===== config.mk =====
export PLATFORM = sky130hd
export DESIGN_NAME = mux_4to1_flat
export DESIGN_NICKNAME = d
export VERILOG_FILES = /design/src/rtl/mux_4to1_if.sv /design/src/rtl/mux_4to1.sv /design/src/flat_wrapper.sv
export SDC_FILE = /design/constraint.sdc
export NUM_CORES = 1
export LEC_CHECK = 0
export CORE_AREA = 2 2 39 41
export CTS_BUF_LIST = sky130_fd_sc_hd__clkbuf_2 sky130_fd_sc_hd__clkbuf_4 sky130_fd_sc_hd__clkbuf_8
export DETAILED_ROUTE_END_ITERATION = 16
export DIE_AREA = 0 0 41 43
export PLACE_DENSITY = 0.54
export SYNTH_ARGS = -nofsm -noshare
export SYNTH_HDL_FRONTEND = slang
export SYNTH_SLANG_ARGS = --single-unit

===== constraint.sdc =====
create_clock -name clk -period 0.8 [get_ports clk]
set_input_delay 0.08 -clock clk [delete_from_list [all_inputs] [get_ports clk]]
set_output_delay 0.08 -clock clk [all_outputs]
set_load 0.03 [all_outputs]

===== src/rtl/mux_4to1_if.sv =====
// Interface bundling the data/select/enable signals of mux_4to1.
//   en        output-register load enable
//   in0..in3  WIDTH-bit data inputs, select codes 0..3
//   s0, s1    select bits, select code = {s0, s1}
//   out       WIDTH-bit selected data
// master: the side that drives data/select (e.g. a testbench or upstream logic).
// slave:  the multiplexer itself.
interface mux_4to1_if #(
  parameter int unsigned WIDTH = 4
);
  logic             en;
  logic [WIDTH-1:0] in0;
  logic [WIDTH-1:0] in1;
  logic [WIDTH-1:0] in2;
  logic [WIDTH-1:0] in3;
  logic             s0;
  logic             s1;
  logic [WIDTH-1:0] out;

  modport master (
    output en,
    output in0,
    output in1,
    output in2,
    output in3,
    output s0,
    output s1,
    input  out
  );

  modport slave (
    input  en,
    input  in0,
    input  in1,
    input  in2,
    input  in3,
    input  s0,
    input  s1,
    output out
  );
endinterface


===== src/rtl/mux_4to1.sv =====
// 4-input, WIDTH-bit multiplexer with an optional output register.
//   clk    system clock, rising-edge active
//   rst_n  asynchronous, active-low reset (clears the output register)
//   bus    mux_4to1_if slave modport: en, in0..in3, s0, s1 in; out out
// OUT_REG=1: out is registered with load enable en (1-cycle latency).
// OUT_REG=0: out follows the selected input combinationally; clk/rst_n/en unused.
module mux_4to1 #(
  parameter int unsigned WIDTH   = 4,
  parameter bit          OUT_REG = 1'b1
) (
  input  logic        clk,
  input  logic        rst_n,
  mux_4to1_if.slave   bus
);

  logic [WIDTH-1:0] mux_d;

  // Nested ternaries rather than a case with default: an X/Z on a select bit
  // must propagate to the result instead of being silently mapped to an input.
  always_comb begin
    mux_d = bus.s0 ? (bus.s1 ? bus.in3 : bus.in2)
                   : (bus.s1 ? bus.in1 : bus.in0);
  end

  if (OUT_REG) begin : g_reg
    logic [WIDTH-1:0] out_d;
    logic [WIDTH-1:0] out_q;

    always_comb begin
      out_d = out_q;
      if (bus.en) begin
        out_d = mux_d;
      end
    end

    always_ff @(posedge clk or negedge rst_n) begin
      if (!rst_n) begin
        out_q <= '0;
      end else begin
        out_q <= out_d;
      end
    end

    assign bus.out = out_q;
  end else begin : g_comb
    assign bus.out = mux_d;
  end

endmodule


===== src/flat_wrapper.sv =====
// flat-port wrapper written by rule: the top's interface ports become plain ports
module mux_4to1_flat 
#(
  parameter int unsigned WIDTH   = 4,
  parameter bit          OUT_REG = 1'b1
)
  (clk, rst_n, bus_en, bus_in0, bus_in1, bus_in2, bus_in3, bus_s0, bus_s1, bus_out);
  mux_4to1_if #(.WIDTH(WIDTH)) bus_i ();
  input  logic clk;
  input  logic rst_n;
  input wire logic [$bits(bus_i.en)-1:0] bus_en;
  input wire logic [$bits(bus_i.in0)-1:0] bus_in0;
  input wire logic [$bits(bus_i.in1)-1:0] bus_in1;
  input wire logic [$bits(bus_i.in2)-1:0] bus_in2;
  input wire logic [$bits(bus_i.in3)-1:0] bus_in3;
  input wire logic [$bits(bus_i.s0)-1:0] bus_s0;
  input wire logic [$bits(bus_i.s1)-1:0] bus_s1;
  output wire logic [$bits(bus_i.out)-1:0] bus_out;
  assign bus_i.en = bus_en;
  assign bus_i.in0 = bus_in0;
  assign bus_i.in1 = bus_in1;
  assign bus_i.in2 = bus_in2;
  assign bus_i.in3 = bus_in3;
  assign bus_i.s0 = bus_s0;
  assign bus_i.s1 = bus_s1;
  assign bus_out = bus_i.out;
  mux_4to1 #(.WIDTH(WIDTH), .OUT_REG(OUT_REG)) u_core (.clk(clk), .rst_n(rst_n), .bus(bus_i));
endmodule

Yosys cells after proc, flatten, opt, wreduce, memory -nomap -nowiden
Cells that the tools add are included.
{"block": "totals", "reg_bits": 4, "inputBits": 21, "output_inout_bits": 4, "wordCells": 4}
{"block": "op_classes", "muxes": 3}
{"operator": "4-bit 2-to-1 mux", "n": 3}

Depth between registers and ports, before layout
{"block": "depth", "word_depth": 2, "depth_mapped": 3}

Least setup slack after synthesis
Ideal clock, no wire load.
{"block": "synth_path", "kind": "reg-to-reg", "startpoint": "reg u_core.bus.out[0] (netlist name)", "endpoint": "reg u_core.g_reg.out_q[0], in the netlist u_core.bus.out[0]", "t_arrival_ns": 0.667, "path_slack_ns": -0.005, "path_stages_with_launch": 3, "path_buffers": 0, "period_less_slack_ns": 0.805, "path_cell_list": "dfrtp_1 -> nand2b_1 -> o221ai_1"}
{"element": "end signal: assignment", "line_no": "mux_4to1.sv:40", "text": "out_q <= out_d;"}
{"element": "end: declaration", "line_no": "mux_4to1.sv:27", "text": "logic [WIDTH-1:0] out_q;"}

Worst setup path in the final report
{"block": "layout_path", "startpoint": "reg u_core.g_reg.out_q[0], in the netlist u_core.bus.out[0]", "endpoint": "out bus_out[0]"}
{"element": "end: declaration", "line_no": "flat_wrapper.sv:18", "text": "output wire logic [$bits(bus_i.out)-1:0] bus_out;"}
No word-level cell between the ends.

==> summary.txt <==
Run status
  • Outcome: finished, violations left
  • Failing checks: negative setup slack

Synthesis
  • Post-Syn Instances: 23
  • Area share of the leading cell type in the synthesized netlist: 0.3828
  • Mapped Area: 261.5 um^2
  • Syn_nets: 44
  • Top cells by area, synth: dfrtp_1 38%, mux2i_1 31%, o221ai_1 13%, nand2b_1 12%, buf_6 4.3%
  • Synth cell count leaders: 8 x mux2i_1, 5 x nand2b_1, 4 x dfrtp_1, 4 x o221ai_1
  • Synth warn: 0
  • Mean Syn Cell Area: 11.37 um^2
  • Count leader, synth: mux2i_1
  • Async set or reset register ratio after synthesis: 1.000
  • Post-synth EDFFs: 0
  • Main synth FF type: dfrtp_1
  • Netlist cell types: 6
  • Leading area contributor after synthesis: dfrtp_1
  • Sequential share of the synthesized area: 0.3828
  • Post-synthesis register bit count: 4

Drt
  • Post-DR wirelength/cell: 13.65 um
  • Via count: 297
  • Antenna viol nets, final: 0
  • Routed vias/inst: 4.500
  • Post-route DRC: 0
  • Router iterations before antenna repair: 1
  • Total Routed Length: 901 um
  • Violation count after the first detailed-route iteration: 0

Floorplan
  • Full die area: 1763 um^2
  • Die Width: 41 um
  • Initial cell density of the core: 0.1890
  • CORE AREA: 1384 um^2
  • Die height: 43 um
  • IO Count: 25
  • FP Rows: 14

Worst setup path
  • Startpoint Class: flip-flop
  • Crit Path Class: reg2out
  • Crit path buf inv count: 1
  • Max stage delay on crit path: 400 ps
  • Critical Path AT: 770 ps
  • Worst EP required: 720 ps
  • CP top delay family: flip-flops
  • CP Capture Type: output pin
  • Crit-path cells: buf_6
  • CP max stage cell: dfrtp_2
  • Critical path peak fanout: 2

Power and ir drop
  • Worst vdd ir: 882.5 uV
  • Pwr Density: 1401 nW/um^2
  • P_leak: 0.2462 nW
  • Final Power: 0.0007960 W

Global route
  • First-pass GRT wire length: 1.248 mm
  • GR Util All Layers: 0.1097
  • Largest net degree at the start of global routing: 9
  • Number of global-route vias before repair: 345
  • Global route overflow: 0
  • Initial antenna violation count: 0

Timing
  • Maximum clock rate: 1174 MHz
  • RSZ-0062 raised after global routing: yes
  • Fin. Hold Viols: 0
  • Final worst setup slack: -51.67 ps
  • Clk_skew: 0 ps
  • Final setup fails: 4
  • Crit path time final: 851.7 ps
  • Slew headroom: 0.8563
  • Max Slew Vio Count: 0
  • Crit share post-route: 1.065
  • Slew @ Worst Pin: 215.5 ps

Run
  • Max cap viols: 0

Final layout
  • Proportion of layout cells with a drive suffix above 1: 0.2600
  • Largest register FFs: 4
  • Layout area overhead: 117.2%
  • ANT cells: 0
  • Final net count: 73

Clock tree
  • H-tree depth: 1
  • CTS tree: yes
  • Clock slew at reported path FFs: 40 ps
  • CTS root buf: clkbuf_4
  • Hold Buf Count CTS: 0
  • Worst skew pair latency: 230 ps
  • Sink Count: 4
  • Maximum buffer depth of the clock tree: 2
  • Num CTS Buffers: 3

Placed design
  • Buffers on Ports: 24
  • DP HPWL: 765.7 um
  • GPL Wtd Cong: 0.6833
  • Pre-CTS WS: -458.0 ps

Min path
  • Hold crit path type: in2async
==> stage by stage <==
step	std cells	area [um^2]	utilization	TNS, ps	hold slack (ps)
finish	66	568.0	0.4105	-202.9	46.34
global route	66	568.0	0.4105	-324.4	48.82
CTS	66	560.5	0.4051	-246.9	44.08
floorplan	23	266.5	-	0	-215.6
detailed placement	63	525.5	0.3797	-1771	294.7
global placement	63	525.5	0.3797	-1714	296.8
==> logic make-up (layout without fill, tap and decap cells) <==
group                  count (synthesis)  after routing  synth area share
AO/OA/AOI/OAI                          4              4            0.1340
multiplexers                           8              8            0.3062
buffers and inverters                  1             28           0.04306
flip-flops                             4              4            0.3828
AND/OR/NAND/NOR                        6              6            0.1340
==> metal layers <==
metal,global-route usage,up-vias,share of wire,wire [um]
li1,-,142,-,-
met1,0.1100,126,0.38,346
met2,0.1625,27,0.40,358
met3,0.04188,2,0.20,179
met4,0.1000,0,0.019,17
met5,0,-,0,0
==> power breakdown <==
group          internal, W  switching [W]
Combinational     0.000180       0.000121
Clock             0.000167      0.0000739
Sequential        0.000234      0.0000198
==> worst paths after layout <==
check	startpoint	to	slack, ps	cells past startpoint
worst max-delay path	u_core.bus.out[0]$_DFFE_PN0P_	bus_out[0]	-50	1
worst min-delay path	rst_n	u_core.bus.out[0]$_DFFE_PN0P_	50	1
worst max register to register	u_core.bus.out[1]$_DFFE_PN0P_	u_core.bus.out[1]$_DFFE_PN0P_	70	2
worst min register to register	u_core.bus.out[0]$_DFFE_PN0P_	u_core.bus.out[0]$_DFFE_PN0P_	520	2
max in group asynchronous	rst_n	u_core.bus.out[2]$_DFFE_PN0P_	570	1
min in group clk	bus_en	u_core.bus.out[0]$_DFFE_PN0P_	410	3
==> worst register-to-register path, stage by stage, from the launching register on <==
cell	delay, ps
dfrtp_2	400
nand2b_1	70
o221ai_1	120
==> cell usage in the layout, fill, tap and decap left out <==
cell and count:
buf_12 1, clkbuf_4 3, mux2i_1 8, nand2_1 1
nand2b_4 1, dlygate4sd2_1 2, buf_6 4, clkdlybuf4s50_1 18
nand2b_1 4, o221ai_1 4, dfrtp_2 4
==> area by class of cell <==
type                       instances  area (um^2)
multi-input combinational         18        157.7
fill                             138        815.8
timing repair buffer              25        262.8
sequential                         4        105.1
clock buffer                       3        22.52
tap                               16        20.02
==> what timing repair did <==
action | CTS | global route
setup endpoints to repair | 8 | 6
gates cloned | 0 | 0
pin swaps | 2 | 0
buffers inserted | 0 | 0
hold endpoints to repair | 0 | 0
gates resized for setup | 6 | 1
Power figures use the tool's default switching activity.
